$ cat config.mk
export PLATFORM = sky130hd
export DESIGN_NAME = instr_seq
export DESIGN_NICKNAME = d
export VERILOG_FILES = /design/src/rtl/instr_seq.sv
export SDC_FILE = /design/constraint.sdc
export NUM_CORES = 1
export LEC_CHECK = 0
export BUFFER_PORTS_ARGS = -buffer_cell sky130_fd_sc_hd__buf_4
export CELL_PAD_IN_SITES_DETAIL_PLACEMENT = 1
export CELL_PAD_IN_SITES_GLOBAL_PLACEMENT = 1
export CORE_ASPECT_RATIO = 0.5
export CORE_MARGIN = 2
export CORE_UTILIZATION = 32
export CTS_CLUSTER_DIAMETER = 150
export DETAILED_ROUTE_END_ITERATION = 16
export PLACE_DENSITY_LB_ADDON = 0.1
export RECOVER_POWER = 50
export SYNTH_ARGS = -nofsm -noshare
export SYNTH_HDL_FRONTEND = slang
export SYNTH_SLANG_ARGS = --single-unit
$ cat constraint.sdc
create_clock -name clk -period 1.41 [get_ports clk]
set_input_delay 0.141 -clock clk [delete_from_list [all_inputs] [get_ports clk]]
set_output_delay 0.141 -clock clk [all_outputs]
set_load 0.005 [all_outputs]
$ cat src/rtl/instr_seq.sv
// Instruction sequencer: IDLE/FETCH/EXEC/HALTED control FSM with a one-hot
// instruction decoder, a sticky illegal-encoding flag and an executed-instruction counter.
module instr_seq (
    input  logic        clk,
    input  logic        rst_n,
    input  logic [7:0]  ir,
    input  logic        start,
    input  logic        step_mode,
    output logic        mova,
    output logic        movb,
    output logic        movc,
    output logic        add,
    output logic        sub,
    output logic        and1,
    output logic        not1,
    output logic        rsr,
    output logic        rsl,
    output logic        jmp,
    output logic        jz,
    output logic        jc,
    output logic        in1,
    output logic        out1,
    output logic        nop,
    output logic        halt,
    output logic        sm,
    output logic        run,
    output logic        illegal,
    output logic [15:0] icount
);

    typedef enum logic [1:0] {S_IDLE, S_FETCH, S_EXEC, S_HALTED} state_e;

    // Bit positions in the internal one-hot decode vector.
    localparam int F_MOVA = 0,  F_MOVB = 1,  F_MOVC = 2,  F_ADD  = 3;
    localparam int F_SUB  = 4,  F_AND  = 5,  F_NOT  = 6,  F_RSR  = 7;
    localparam int F_RSL  = 8,  F_JMP  = 9,  F_JZ   = 10, F_JC   = 11;
    localparam int F_IN   = 12, F_OUT  = 13, F_NOP  = 14, F_HALT = 15;

    state_e      state_q, state_d;
    logic        illegal_q, illegal_d;
    logic [15:0] icount_q, icount_d;

    logic [15:0] dec;
    logic        dec_ill;
    logic [15:0] flags;
    logic [1:0]  fd, fs;

    assign fd = ir[3:2];
    assign fs = ir[1:0];

    always_comb begin
        dec     = '0;
        dec_ill = 1'b0;
        case (ir[7:4])
            4'hF: begin
                if (fd != 2'b11 && fs != 2'b11)      dec[F_MOVA] = 1'b1;
                else if (fd == 2'b11 && fs != 2'b11) dec[F_MOVB] = 1'b1;
                else if (fd != 2'b11)                dec[F_MOVC] = 1'b1;
                else                                 dec_ill     = 1'b1;
            end
            4'h9: dec[F_ADD] = 1'b1;
            4'h6: dec[F_SUB] = 1'b1;
            4'hB: dec[F_AND] = 1'b1;
            4'h5: dec[F_NOT] = 1'b1;
            4'hA: begin
                if (fs == 2'b00)      dec[F_RSR] = 1'b1;
                else if (fs == 2'b11) dec[F_RSL] = 1'b1;
                else                  dec_ill    = 1'b1;
            end
            4'h3: begin
                case (ir[3:0])
                    4'h0:    dec[F_JMP] = 1'b1;
                    4'h1:    dec[F_JZ]  = 1'b1;
                    4'h2:    dec[F_JC]  = 1'b1;
                    default: dec_ill    = 1'b1;
                endcase
            end
            4'h2:    dec[F_IN]   = 1'b1;
            4'h4:    dec[F_OUT]  = 1'b1;
            4'h7:    dec[F_NOP]  = 1'b1;
            4'h8:    dec[F_HALT] = 1'b1;
            default: dec_ill     = 1'b1;
        endcase
        // Illegal encodings execute as a nop so the machine keeps moving.
        if (dec_ill) dec[F_NOP] = 1'b1;
    end

    assign sm    = (state_q == S_EXEC) || (state_q == S_HALTED);
    assign run   = (state_q == S_FETCH) || (state_q == S_EXEC);
    assign flags = sm ? dec : 16'h0000;

    assign {halt, nop, out1, in1, jc, jz, jmp, rsl,
            rsr, not1, and1, sub, add, movc, movb, mova} = flags;

    assign illegal = illegal_q;
    assign icount  = icount_q;

    always_comb begin
        state_d   = state_q;
        illegal_d = illegal_q;
        icount_d  = icount_q;
        case (state_q)
            S_IDLE:  if (start) state_d = S_FETCH;
            S_FETCH: state_d = S_EXEC;
            S_EXEC: begin
                icount_d = icount_q + 16'd1;
                if (dec_ill) illegal_d = 1'b1;
                if (dec[F_HALT])    state_d = S_HALTED;
                else if (step_mode) state_d = S_IDLE;
                else                state_d = S_FETCH;
            end
            S_HALTED: state_d = S_HALTED;
            default:  state_d = S_IDLE;
        endcase
    end

    always_ff @(posedge clk or negedge rst_n) begin
        if (!rst_n) begin
            state_q   <= S_IDLE;
            illegal_q <= 1'b0;
            icount_q  <= 16'h0000;
        end else begin
            state_q   <= state_d;
            illegal_q <= illegal_d;
            icount_q  <= icount_d;
        end
    end

endmodule
# After elaboration in Yosys (flattened, before gate mapping)
# Index checks and enable logic that the tools add are counted.
[classes] addsub=1 n_eq_ne=21 mux=35 reduce_logical=10
[op_table] operator="$mux 1" count=26
[op_table] operator="$eq 4x4->1 const B" count=5
[op_table] operator="$add 16x1->16 const B" count=1
[op_table] operator="$eq 4x3->1 const B" count=4
[op_table] operator="$mux 16" count=1
[op_table] operator="$eq 4x2->1 const B" count=3
[op_table] operator="$eq 2x2->1 const B" count=4
[op_table] operator="$mux 2" count=4
[op_table] operator="$pmux 2 s4" count=1
[op_table] operator="$reduce_or 8->1" count=1
[op_table] operator="$mux 3" count=2
[op_table] operator="$ne 2x2->1 const B" count=3
[op_table] operator="$eq 4x1->1 const B" count=1
[op_table] operator="$logic_not 2->1" count=2
[op_table] operator="$logic_not 4->1" count=1
[op_table] operator="$pmux 1 s4" count=1
[op_table] operator="$reduce_or 3->1" count=1
[op_table] operator="$eq 2x1->1 const B" count=1
[op_table] operator="$logic_and 1x1->1" count=2
[op_table] operator="$logic_or 1x1->1" count=2
[op_table] operator="$reduce_and 2->1" count=1
[word_totals] regBits=19 wordCells=70 inputBits=12 out_inout_bits=35

# Longest topological paths before layout
[depth] word_depth=7 mapped_depth=7 depth_no_buf=6

# Worst setup path after synthesis
# No wires, ideal clock.
[synth_path] path_type="reg-to-reg" startpoint="reg state_q[0]" endpoint="reg icount_q[8], in the netlist icount[8]" slack_ns=-0.133 n_path_buf=1 arrival_ns=1.419 setup_ns=0.124 stages_incl_launch_ff=8 t_required_ns=1.286 period_less_slack_ns=1.543 path_cell_list="dfrtp_1 > inv_1 > ha_1 > buf_4 > nand4_4 > nor2_1 > nand4_1 > xnor2_1"
[synth_between] elab_chain_cells=1
[synth_rtl] element="start, declared" line_no="39" rtl="state_e state_q, state_d;"
[synth_rtl] element="start signal, assigned" line_no="123" rtl="state_q <= state_d;"
[synth_rtl] element="$eq 2x2->1" line_no="102" rtl="case (state_q)"
[synth_rtl] element="end signal, assigned" line_no="125" rtl="icount_q <= icount_d;"
[synth_rtl] element="end, declared" line_no="41" rtl="logic [15:0] icount_q, icount_d;"
# No other way between the ends.
# A chain may end at the register's enable or synchronous reset.

# Worst setup path in the final report
[layout_path] startpoint="reg state_q[0]" endpoint="out jz"
[layout_between] elab_chain_cells=3
[layout_rtl] element="$eq 2x2->1" line_no="88" rtl="assign sm = (state_q == S_EXEC) || (state_q == S_HALTED);"
[layout_rtl] element="$logic_or 1x1->1 (*)" line_no="88"
[layout_rtl] element="$mux 16 (*)" line_no="90" rtl="assign flags = sm ? dec : 16'h0000;"
[layout_rtl] element="end, declared" line_no="19" rtl="output logic jz,"
# Mark *: on every way between the ends. The rest lies on a longest branch, timed or not.

==> out/qor.tcl <==
set qor(finalMaxSlewViolations) 0
set qor(rr_endpoint) {icount[13]}
set qor(min-delay-start) {start}
set qor(worstSetupStartpointType) {flip-flop}
set qor(cts_buffers) 3
set qor(synth_top_flop_cell) {dfrtp_1}
set qor(fin_ws_ps) -241
set qor(max_slew_headroom_at_the_worst_pin) 0.679
set qor(cp_cell_sequence) {inv_2, ha_4, nor2_4, nor2_4, and3_4, and2_4, buf_6}
set qor(crit-reg2reg-launch) {state_q[0]}
set qor(setup_viol) 34
set qor(crit_path_end_kind) {output port}
set qor(worst_setup_hold_path_clk_slew_ps) 70
set qor(grt_first_pass_wirelength_microns) 5580
set qor(detail_route.drc_violations) 0
set qor(ctsLongestPathBuffers) 2
set qor(r2r_slack_ps) -150
set qor(cts.htree.levels) 1
set qor(syn_inst) 132
set qor(synthTopCellsByArea) {dfrtp_1 39%, ha_1 10%, xnor2_1 7.9%}
set qor(io_pins) 47
set qor(grt_max_degree) 20
set qor(die_w_microns) 91.3
set qor(fin_util) 0.583
set qor(hold_violations_final) 0
set qor(cts_root_buffer) {clkbuf_8}
set qor(fin_nets) 220
set qor(rsz0062_at_grt) {true}
set qor(chipHeight_microns) 47.7
set qor(cts.sink_count) 19
set qor(drv.max_cap_violation_count) 0
set qor(fraction_of_final_layout_cells_with_drive_strength_greater_than_1) 0.543
set qor(via_count_of_the_first_global_routing_pass) 1188
set qor(globalRouteTotalUtil) 0.167
set qor(global_route.overflow_total) 0
set qor(areaGrowthSynthToFinish_pct) 69.4
set qor(postRouteAntennaNets) 0
set qor(io_buffers) 46
set qor(postRouteWirelength_microns) 3430
set qor(cp_common_cell) {nor2_4}
set qor(hold_path_class) {in -> reg}
set qor(ys_seq_elements) 19
set qor(seq_area_frac_synth) 0.390
set qor(max_ir_drop_vdd_uv) 429
set qor(timing_worst_setup_path_type) {reg -> out}
set qor(synth_top_area_cell) {dfrtp_1}
set qor(max_freq_mhz) 606
set qor(cp_slowest_stage_delay_ps) 440
set qor(tightest_slew_ps) 482
set qor(period_needed_ps) 1650
set qor(mappedNetlistArea_sq_mm) 0.00122
set qor(final_area_sq_mm) 0.00207
set qor(ys_warn_count) 0
set qor(num_vias) 1171
set qor(data_arrival_time_of_the_worst_path_ps) 1510
set qor(dr.first_iter.drc_count) 24
set qor(r2r_cells) 7
set qor(core-area_sq_mm) 0.00355
set qor(final_min_period_over_clock_period) 1.17
set qor(path_buf_inv) 2
set qor(synth_enable_flop_cells) 0
set qor(critPathSlowestCell) {dfrtp_2}
set qor(routed_via_density) 4.72
set qor(first_pass_iters) 4
set qor(hpwl_microns) 2500
set qor(synth_cell_type_count) 29
set qor(critPathMaxFanout) 3
set qor(final_weighted_congestion_in_routability_driven_placement) 0.747
set qor(tritoncts) {done}
set qor(synth_fp_nets) 154
set qor(dieArea_sq_mm) 0.00435
set qor(n_antenna_cell) 0
set qor(syn-mean-instance-area_sq_um) 9.24
set qor(critPathRequiredTime_ps) 1270
set qor(antenna_found_initial) 0
set qor(asyncSetResetFlopFracSynth) 1.00
set qor(initial_standard_cell_utilization_of_the_core) 0.344
set qor(clock-skew-final_ps) 1.97
set qor(status) {finished, violations left}
set qor(failed_checks) {negative setup slack}
set qor(power.leakage_nw) 0.981
set qor(placedInstanceArea_sq_mm) 0.00175
set qor(post_drt_wl_per_cell_microns) 13.8
set qor(hold_path_end) {state_q[1]}
set qor(clk_latency_ps) 260
set qor(crit_path_leading_delay_family) {simple AND/OR/NAND/NOR gates}
set qor(netlist.area_leader.share) 0.390
set qor(power.density_cell_area_mw_per_mm2) 1270
set qor(floorplan.rows) 15
set qor(whs_path_depth) 3
-- cell usage in the layout (no fill, tap or decap), types with 2 or more instances in the layout --
| cell | instances |
|---|---|
| and3_4 | 3 |
| nand2b_1 | 3 |
| and2_4 | 4 |
| nor3_4 | 2 |
| nor4_4 | 5 |
| dfrtp_1 | 17 |
| nor2_1 | 9 |
| ha_1 | 7 |
| xor2_1 | 5 |
| a31oi_1 | 3 |
| clkbuf_8 | 3 |
| o21ai_0 | 2 |
| buf_4 | 55 |
| buf_6 | 8 |
| dfrtp_2 | 2 |
| nand4_1 | 2 |
| nand3_1 | 5 |
| xnor2_1 | 10 |
| and3_1 | 2 |
| nand2_1 | 11 |
| a21oi_1 | 2 |
| nor2_4 | 5 |
| inv_1 | 8 |
| ha_4 | 3 |
-- cell families (layout without fill, tap and decap cells) --
family	Yosys count	in the layout	share of synthesized area
AOI/OAI and AO/OA	13	13	0.0646
xor gates and xnor gates	16	16	0.115
muxes	1	1	0.00923
adders and majority gates	10	10	0.103
buffers and inverters	14	79	0.0462
DFF	19	19	0.390
and+or+nand+nor	59	59	0.273
-- cells in the mapped netlist (4+ instances only) --
cell     instances
dfrtp_1         19
nor2_1          15
nand2_1         11
xnor2_1         11
ha_1            10
inv_1           10
nand3_1          6
and3_1           5
xor2_1           5
and2_1           4
nor4_1           4
-- per-stage QoR --
| stage | hold slack, ps | TNS (ps) | instances | worst slack [ps] | power (mW) |
|---|---|---|---|---|---|
| 2_1_floorplan | -155 | -9.22 | 132 | -9.22 | 1.35 |
| 3_3_place_gp | 31.7 | -1160 | 240 | -116 | 1.90 |
| 3_5_place_dp | 31.7 | -1050 | 240 | -112 | 1.94 |
| 4_1_cts | 242 | -6590 | 248 | -282 | 2.63 |
| 5_1_grt | 277 | -7350 | 248 | -317 | 2.84 |
| 6_report | 253 | -4560 | 248 | -241 | 2.63 |
-- how the worst max path moves through the flow --
stage	startpoint	end	slack [ps]	depth (start not counted)
finish	state_q[0]	jz	-240	7
CTS	state_q[0]	jz	-280	7
detailed placement	state_q[0]	jz	-110	7
global placement	state_q[0]	jmp	-120	7
floorplan	state_q[0]	icount[8]	-9	7
global route	state_q[0]	movc	-320	6
-- layer usage --
layer / global-route usage / vias to the layer above / part of all wire
met1: 0.199 / 559 / 0.44
met4: 0.0455 / 0 / 0.0099
li1: - / 576 / -
met3: 0.0378 / 4 / 0.046
met2: 0.323 / 32 / 0.51
met5: 0 / - / 0
-- state kept, by name (all words and copies together), names as in the netlist --
register / count
icount: 16
state_q: 2
illegal: 1
-- power by group --
| group | internal [mW] | total [mW] | switching (mW) |
|---|---|---|---|
| Clock | 0.197 | 0.381 | 0.185 |
| Combinational | 0.746 | 1.41 | 0.668 |
| Sequential | 0.661 | 0.837 | 0.176 |
| Total | 1.60 | 2.63 | 1.03 |
-- worst register-to-register path, delay by kind of cell (launching register included) --
kind	cells	cell delay (ps)
buf+inv	2	250
fa+ha+maj	1	160
flops	1	440
simple gates	3	450
xor+xnor	1	150
-- area by class of cell --
class                           count  area [sq um]
Inverter                           10          40.0
Clock buffer                        3          41.3
Clock inverter                      1          5.00
Timing Repair Buffer               65           518
Tap cell                           51          63.8
Fill cell                         382          1480
Sequential cell                    19           478
Multi-Input combinational cell     99           921
-- timing repair --
| action | 4_1_cts | 5_1_grt |
|---|---|---|
| resized for setup | 43 | 9 |
| buffers inserted | 4 | 1 |
| pin swaps | 15 | 5 |
| endpoints found under the setup margin | 26 | 36 |
| endpoints found under the hold margin | 19 | 0 |
| hold buffers | 1 | 0 |
Power figures use the tool's default switching activity.
